==> config.mk <==
export PLATFORM = sky130hd
export DESIGN_NAME = csr_dfh_responder
export DESIGN_NICKNAME = d
export VERILOG_FILES = /design/src/rtl/csr_dfh_responder.sv
export SDC_FILE = /design/constraint.sdc
export NUM_CORES = 1
export LEC_CHECK = 0
export ABC_AREA = 1
export CAP_MARGIN = 20
export CORE_UTILIZATION = 55
export DETAILED_ROUTE_END_ITERATION = 10
export PLACE_DENSITY_LB_ADDON = 0.15
export SYNTH_ARGS = -nofsm -noshare
export SYNTH_HDL_FRONTEND = slang
export SYNTH_SLANG_ARGS = --single-unit
==> constraint.sdc <==
create_clock -name clk_i -period 1.73 [get_ports clk_i]
set_clock_uncertainty 0.1 [all_clocks]
set_input_delay 0.4325 -clock clk_i [delete_from_list [all_inputs] [get_ports clk_i]]
set_output_delay 0.4325 -clock clk_i [all_outputs]
set_load 0.01 [all_outputs]
==> src/rtl/csr_dfh_responder.sv <==
// csr_dfh_responder: 64-bit AXI4-Lite CSR responder exposing the OFS feature
// header (DFH, GUID_L, GUID_H), a byte-writable scratchpad and a write counter.
// One write and one read are in flight at a time; all responses are registered.
// Optional feature macro: CSR_RESP_SLVERR_EN (unmapped accesses answer SLVERR).
module csr_dfh_responder #(
   parameter int          ADDR_W         = 16,
   parameter logic [63:0] DFH_VALUE      = 64'h3000000010000020,
   parameter logic [63:0] GUID_L_VALUE   = 64'hBEE40B2B259849A9,
   parameter logic [63:0] GUID_H_VALUE   = 64'hA8E434048329FE10,
   parameter logic [15:0] SCRATCH_OFFSET = 16'h0028
) (
   input  logic              clk_i,
   input  logic              rst_ni,
   input  logic              awvalid_i,
   output logic              awready_o,
   input  logic [ADDR_W-1:0] awaddr_i,
   input  logic              wvalid_i,
   output logic              wready_o,
   input  logic [63:0]       wdata_i,
   input  logic [7:0]        wstrb_i,
   output logic              bvalid_o,
   input  logic              bready_i,
   output logic [1:0]        bresp_o,
   input  logic              arvalid_i,
   output logic              arready_o,
   input  logic [ADDR_W-1:0] araddr_i,
   output logic              rvalid_o,
   input  logic              rready_i,
   output logic [63:0]       rdata_o,
   output logic [1:0]        rresp_o
);

   localparam logic [1:0] RESP_OKAY = 2'b00;
`ifdef CSR_RESP_SLVERR_EN
   localparam logic [1:0] RESP_UNMAPPED = 2'b10;
`else
   localparam logic [1:0] RESP_UNMAPPED = 2'b00;
`endif

   localparam logic [ADDR_W-1:0] OFF_DFH     = ADDR_W'(16'h0000);
   localparam logic [ADDR_W-1:0] OFF_GUID_L  = ADDR_W'(16'h0008);
   localparam logic [ADDR_W-1:0] OFF_GUID_H  = ADDR_W'(16'h0010);
   localparam logic [ADDR_W-1:0] OFF_SCRATCH = ADDR_W'(SCRATCH_OFFSET);
   localparam logic [ADDR_W-1:0] OFF_WR_CNT  = ADDR_W'(16'h0030);

   typedef enum logic {W_IDLE, W_RESP} wState_e;
   typedef enum logic {R_IDLE, R_DATA} rState_e;

   wState_e           wState_q, wState_d;
   rState_e           rState_q, rState_d;
   logic              awHeld_q, awHeld_d;
   logic              wHeld_q, wHeld_d;
   logic [ADDR_W-1:0] awAddr_q, awAddr_d;
   logic [63:0]       wData_q, wData_d;
   logic [7:0]        wStrb_q, wStrb_d;
   logic [63:0]       scratch_q, scratch_d;
   logic [31:0]       wrCnt_q, wrCnt_d;
   logic [1:0]        bResp_q, bResp_d;
   logic [63:0]       rData_q, rData_d;
   logic [1:0]        rResp_q, rResp_d;
   logic              awReady_q, awReady_d;
   logic              wReady_q, wReady_d;
   logic              arReady_q, arReady_d;
   logic [63:0]       rdLookup;
   logic              rdHit;

   // Offsets are all 8-aligned, so a misaligned address never matches.
   function automatic logic isMapped(input logic [ADDR_W-1:0] addr);
      return (addr == OFF_DFH) || (addr == OFF_GUID_L) || (addr == OFF_GUID_H) ||
             (addr == OFF_SCRATCH) || (addr == OFF_WR_CNT);
   endfunction

   assign rdHit = isMapped(araddr_i);

   // Read mux: unmapped addresses fall through to zero.
   always_comb begin
      rdLookup = '0;
      if (araddr_i == OFF_DFH)          rdLookup = DFH_VALUE;
      else if (araddr_i == OFF_GUID_L)  rdLookup = GUID_L_VALUE;
      else if (araddr_i == OFF_GUID_H)  rdLookup = GUID_H_VALUE;
      else if (araddr_i == OFF_SCRATCH) rdLookup = scratch_q;
      else if (araddr_i == OFF_WR_CNT)  rdLookup = {32'h0, wrCnt_q};
   end

   // Write FSM: capture AW and W independently, commit when both are held.
   always_comb begin
      wState_d  = wState_q;
      awHeld_d  = awHeld_q;
      awAddr_d  = awAddr_q;
      wHeld_d   = wHeld_q;
      wData_d   = wData_q;
      wStrb_d   = wStrb_q;
      scratch_d = scratch_q;
      wrCnt_d   = wrCnt_q;
      bResp_d   = bResp_q;
      case (wState_q)
         W_IDLE: begin
            if (awvalid_i && awReady_q) begin
               awHeld_d = 1'b1;
               awAddr_d = awaddr_i;
            end
            if (wvalid_i && wReady_q) begin
               wHeld_d = 1'b1;
               wData_d = wdata_i;
               wStrb_d = wstrb_i;
            end
            if (awHeld_d && wHeld_d) begin
               if (awAddr_d == OFF_SCRATCH) begin
                  for (int i = 0; i < 8; i++) begin
                     if (wStrb_d[i]) scratch_d[i*8 +: 8] = wData_d[i*8 +: 8];
                  end
               end
               wrCnt_d  = wrCnt_q + 32'd1;
               bResp_d  = isMapped(awAddr_d) ? RESP_OKAY : RESP_UNMAPPED;
               awHeld_d = 1'b0;
               wHeld_d  = 1'b0;
               wState_d = W_RESP;
            end
         end
         W_RESP: begin
            if (bready_i) wState_d = W_IDLE;
         end
         default: wState_d = W_IDLE;
      endcase
   end

   // Read FSM: latch the addressed value on AR handshake, hold until rready.
   always_comb begin
      rState_d = rState_q;
      rData_d  = rData_q;
      rResp_d  = rResp_q;
      case (rState_q)
         R_IDLE: begin
            if (arvalid_i && arReady_q) begin
               rData_d  = rdLookup;
               rResp_d  = rdHit ? RESP_OKAY : RESP_UNMAPPED;
               rState_d = R_DATA;
            end
         end
         R_DATA: begin
            if (rready_i) rState_d = R_IDLE;
         end
         default: rState_d = R_IDLE;
      endcase
   end

   assign awReady_d = (wState_d == W_IDLE) && !awHeld_d;
   assign wReady_d  = (wState_d == W_IDLE) && !wHeld_d;
   assign arReady_d = (rState_d == R_IDLE);

   // State and registered handshake outputs; readies rise one edge after reset.
   always_ff @(posedge clk_i or negedge rst_ni) begin
      if (!rst_ni) begin
         wState_q  <= W_IDLE;
         rState_q  <= R_IDLE;
         awHeld_q  <= 1'b0;
         wHeld_q   <= 1'b0;
         awAddr_q  <= '0;
         wData_q   <= '0;
         wStrb_q   <= '0;
         scratch_q <= '0;
         wrCnt_q   <= '0;
         bResp_q   <= '0;
         rData_q   <= '0;
         rResp_q   <= '0;
         awReady_q <= 1'b0;
         wReady_q  <= 1'b0;
         arReady_q <= 1'b0;
      end else begin
         wState_q  <= wState_d;
         rState_q  <= rState_d;
         awHeld_q  <= awHeld_d;
         wHeld_q   <= wHeld_d;
         awAddr_q  <= awAddr_d;
         wData_q   <= wData_d;
         wStrb_q   <= wStrb_d;
         scratch_q <= scratch_d;
         wrCnt_q   <= wrCnt_d;
         bResp_q   <= bResp_d;
         rData_q   <= rData_d;
         rResp_q   <= rResp_d;
         awReady_q <= awReady_d;
         wReady_q  <= wReady_d;
         arReady_q <= arReady_d;
      end
   end

   assign awready_o = awReady_q;
   assign wready_o  = wReady_q;
   assign arready_o = arReady_q;
   assign bvalid_o  = (wState_q == W_RESP);
   assign bresp_o   = bResp_q;
   assign rvalid_o  = (rState_q == R_DATA);
   assign rdata_o   = rData_q;
   assign rresp_o   = rResp_q;

endmodule
* Word-level counts from Yosys, hierarchy flattened *
Cells that the tools add are included.

word-level totals
  bits in registers = 255
  input bits = 111
  output and inout port bits = 73
  logic and storage cells = 73

cells by class
  $add $sub $neg = 1
  eq/ne operators = 5
  mux-type cells = 24
  bitwise operators = 4
  reduce and logical (&&, ||, !) cells = 19

operators with widths
  operator               count
  $mux 64                5
  $eq 16x6->1 const B    3
  $add 32x1->32 const B  1
  $mux 16                2
  $mux 32                1
  $reduce_and 4->1       8
  $eq 16x4->1 const B    1
  $eq 16x5->1 const B    1
  $logic_not 16->1       1
  $mux 8                 2
  $mux 1                 12
  $logic_and 1x1->1      6
  $not 1->1              4
  $pmux 1 s2             2
  $reduce_and 2->1       2
  $logic_not 1->1        2

* Depth between registers and ports, before layout *
  depth after elaboration = 8
  depth in mapped cells = 10
  gate-level depth less buffers = 10

* Worst setup path before layout *
OpenSTA, ideal clock, no wires.

  path kind = reg2reg
  from = register wState_q (netlist: bvalid_o)
  to = register awAddr_q[10]
  library setup time = 116 ps
  data arrival time = 1313 ps
  data required time = 1514 ps
  path slack = 201 ps
  cell stages (with the launch flop) = 7
  path buffers = 2
  clock period less this slack = 1529 ps
  path through = dfrtp_1 buf_2 nor2_1 inv_2 buf_2 nand2_1 nand2_1

RTL lines
  what                    RTL line  source
  start, declared         49        wState_e wState_q, wState_d;
  start signal, assigned  170       wState_q <= wState_d;
  end signal, assigned    174       awAddr_q <= awAddr_d;
  end, declared           53        logic [ADDR_W-1:0] awAddr_q, awAddr_d;

* Worst setup path after layout *
  from = register rData_q[62] (netlist: rdata_o[62])
  to = output port rdata_o[62]

RTL lines
  what                    RTL line  source
  start, declared         59        logic [63:0] rData_q, rData_d;
  start signal, assigned  180       rData_q <= rData_d;
  end, declared           29        output logic [63:0] rdata_o,

No word-level cell between the ends.

==> key figures <==
Routing
  – Number of remaining DRC errors: 15
  – DR iter-0 viols: 917
  – Routed WL per cell: 16.2 um
  – Final WL: 35000 um
  – Initial DRT Pass Iterations: 8
  – Vias per std cell: 5.37
  – Antenna-violating nets left: 0
  – Routed vias: 11.6k

Outcome
  – Status: finished with violations
  – Failing checks: DRC

Power
  – P_int: 13400 uW
  – Leakage: 0.00817 uW
  – Pwr/cell area: 1220 mW/mm2
  – Combinational Power Share: 30.7%
  – Maximum vdd ir drop: 1.19 mV
  – Power share of the clock group: 32.0%
  – Sw Share: 34.0%
  – Share of power burned in registers: 37.3%
  – Net Sw Power: 6890 uW

Place
  – Post-DP HPWL: 25300 um
  – Pre-CTS WS: -0.546 ns
  – Number of buffers added on ports: 179
  – DP Area: 0.0152 mm2
  – Gpl congestion: 0.938
  – Post-Place Cells: 2086

Critical path
  – Worst r2r src: wready_o
  – CP max stage delay: 0.37 ns
  – R2R Path End: scratch_q[34]
  – Critical path peak fanout: 2
  – CP Class: reg2out
  – Start point of the critical path: rdata_o[62]
  – Critical path launch point type: flip-flop
  – Critical-path top delay cell: dfrtp_1
  – Worst reg-to-reg path cell count: 9
  – Critical Path Stages: 1
  – Worst path required time: 1.20 ns
  – Setup slack, reg-to-reg: 0.03 ns
  – Delay-heaviest family, CP: flip-flops
  – Worst EP arrival: 1.18 ns
  – Critical path endpoint category: output port
  – Buffers plus inverters on the worst setup path: 1
  – CP Cell Sequence: clkdlybuf4s15_1

Floorplanning
  – Cell Rows: 54
  – Core area: 0.0220 mm2
  – Starting density of the core: 56.5%
  – Die W: 152 um
  – Die Height: 152 um
  – DIE AREA: 0.0232 mm2
  – IO Count: 184

Synth
  – Post-Synthesis Cells: 1587
  – Seq/Total Area, Yosys: 51.3%
  – Share of the synthesized area in the top cell type: 51.3%
  – Syn avg cell area: 7.84 um2
  – Post-synth cell types: 32
  – Largest area contributor in the netlist: dfrtp_1
  – Largest cells by area after synthesis: dfrtp_1 (51%), nand2_1 (18%), o21ai_0 (6.7%), nand3_1 (4.5%), nand4_1 (3.6%)
  – Post-synth EDFFs: 0
  – Ys Warns: 0
  – FFs w/ async S/R, synth: 100%
  – Top FF cell, synth: dfrtp_1
  – Mapped cell area: 0.0124 mm2
  – Post-synthesis register bit count: 255

Global routing
  – Vias in the first global route: 10.9k
  – Total gr overflow: 0
  – Initial antenna violation count: 1
  – First-pass GRT wire length: 56200 um
  – GRT Util Overall: 30.4%
  – Largest net degree at the start of global routing: 79

CTS
  – Clock buffer depth: 3
  – CTS tree: built
  – CTS sink count: 255
  – Clock slew at reported path FFs: 0.06 ns
  – Worst-Skew Late Latency: 0.53 ns
  – Num CTS Buffers: 28
  – CTS Root Cell: clkbuf_16
  – H-Tree Depth: 1

Timing
  – Worst setup margin: 0.0169 ns
  – RSZ-0062 raised after global routing: true
  – Final period util: 99.0%
  – # setup viols final: 0
  – Crit path time final: 1.71 ns
  – Final hold vios: 0
  – Final Max Slew Viols: 0
  – Setup TNS Final: 0 ns
  – Max frequency: 0.584 GHz

Final layout
  – Area growth, synth to finish: 33.4%
  – Non-Filler Instances: 2163
  – Layout cell share with drive strength beyond 1: 16.1%
  – Fin nets: 1973
  – Design area: 0.0166 mm2
  – ANT cells: 0

Hold path
  – HP Class: in2async

Flow run
  – Max Cap Violations: 0
[cell usage in the layout, fill, tap and decap left out, types with 4 or more instances in the layout]
master,instances
nor3_1,4
clkinv_2,9
clkbuf_1,4
nor2_4,17
nand3_1,105
bufinv_16,6
clkdlybuf4s50_1,107
buf_6,12
xor2_1,12
o21ai_1,31
nand3_4,7
nor2_2,9
dfrtp_2,5
xnor2_1,6
nand2_2,19
nand3b_1,6
clkdlybuf4s15_1,36
nand4_1,71
buf_12,15
nand2_1,588
dfrtp_1,250
inv_1,114
o21ai_0,159
clkbuf_2,21
nor2_1,79
nand3_2,8
clkbuf_16,31
buf_2,8
clkdlybuf4s15_2,4
conb_1,4
buf_4,113
[kinds of logic after synthesis]
family | after synthesis | share of synthesized area, %
xor+xnor | 18 | 1.27
buf+inv | 201 | 7.30
simple gates | 918 | 32.2
flops | 255 | 51.3
other cells | 1 | 0.0302
compound gates | 193 | 7.78
fa+ha+maj | 1 | 0.101
[final cells by class]
class,instances,area (um2)
flip-flops and latches,255,6390
fillers,1667,5430
multi-input cells,1135,5370
repair buffers,323,3020
clock buffers,35,768
inverters,118,453
well taps,280,350
clock inverters,17,241
[cell usage after synthesis, types with 6 or more instances]
| cell | instances |
|---|---|
| xor2_1 | 12 |
| buf_4 | 12 |
| nand3_2 | 9 |
| nand3_1 | 111 |
| buf_6 | 6 |
| buf_1 | 10 |
| buf_2 | 39 |
| o21ai_1 | 24 |
| nand4_1 | 71 |
| dfrtp_1 | 255 |
| clkbuf_1 | 14 |
| inv_1 | 114 |
| nand2_2 | 6 |
| nand3b_1 | 6 |
| nand2_1 | 601 |
| xnor2_1 | 6 |
| o21ai_0 | 167 |
| nor2_1 | 85 |
| nor2_4 | 9 |
| nor2_2 | 11 |
[state kept, by name (all words and copies together), names as in the netlist]
signal     cells
rvalid_o       1
wStrb_q        8
awHeld_q       1
awready_o      1
rdata_o       64
wready_o       1
wData_q       64
awAddr_q      16
wrCnt_q       32
wHeld_q        1
bvalid_o       1
scratch_q     64
arready_o      1
[stage by stage]
stage               util, %  hold slack (ns)  total power [uW]
floorplan                 -           0.0369             11100
global placement       69.1            0.222             13200
detailed placement     69.1            0.223             13500
CTS                    74.0            0.249             20000
global route           75.3            0.303             21500
finish                 75.3            0.279             20300
[worst max-delay path by stage]
stage,to,slack [ns]
floorplan,awAddr_q[10],0.20
global placement,rdata_o[18],-0.49
detailed placement,rdata_o[18],-0.55
CTS,rdata_o[13],0.0001
global route,scratch_q[34],-0.06
finish,rdata_o[62],0.02
[routing by layer]
layer	up-vias	GRT usage (%)	part of all wire, %
met3	46	5.69	8.0
li1	5655	-	-
met1	5498	45.9	46
met2	424	45.3	44
met5	-	0	0.037
met4	2	7.24	2.0
[power groups by stage]
stage	combinational (uW)	sequential, uW	clock, uW
global placement	5650	7580	0
detailed placement	5850	7620	0
CTS	5920	7510	6540
global route	7030	7660	6790
finish	6220	7560	6490
floorplan	3580	7530	0
[what timing repair did]
item                                   in CTS  in global routing
hold buffers                                1                  0
endpoints found under the hold margin     153                  0
pin swaps                                   2                 20
cloned                                      1                  3
setup endpoints to repair                  99                132
resized for setup                         162                 93
buffers inserted                            8                 12
No activity file was read; power rests on OpenSTA's default activity.
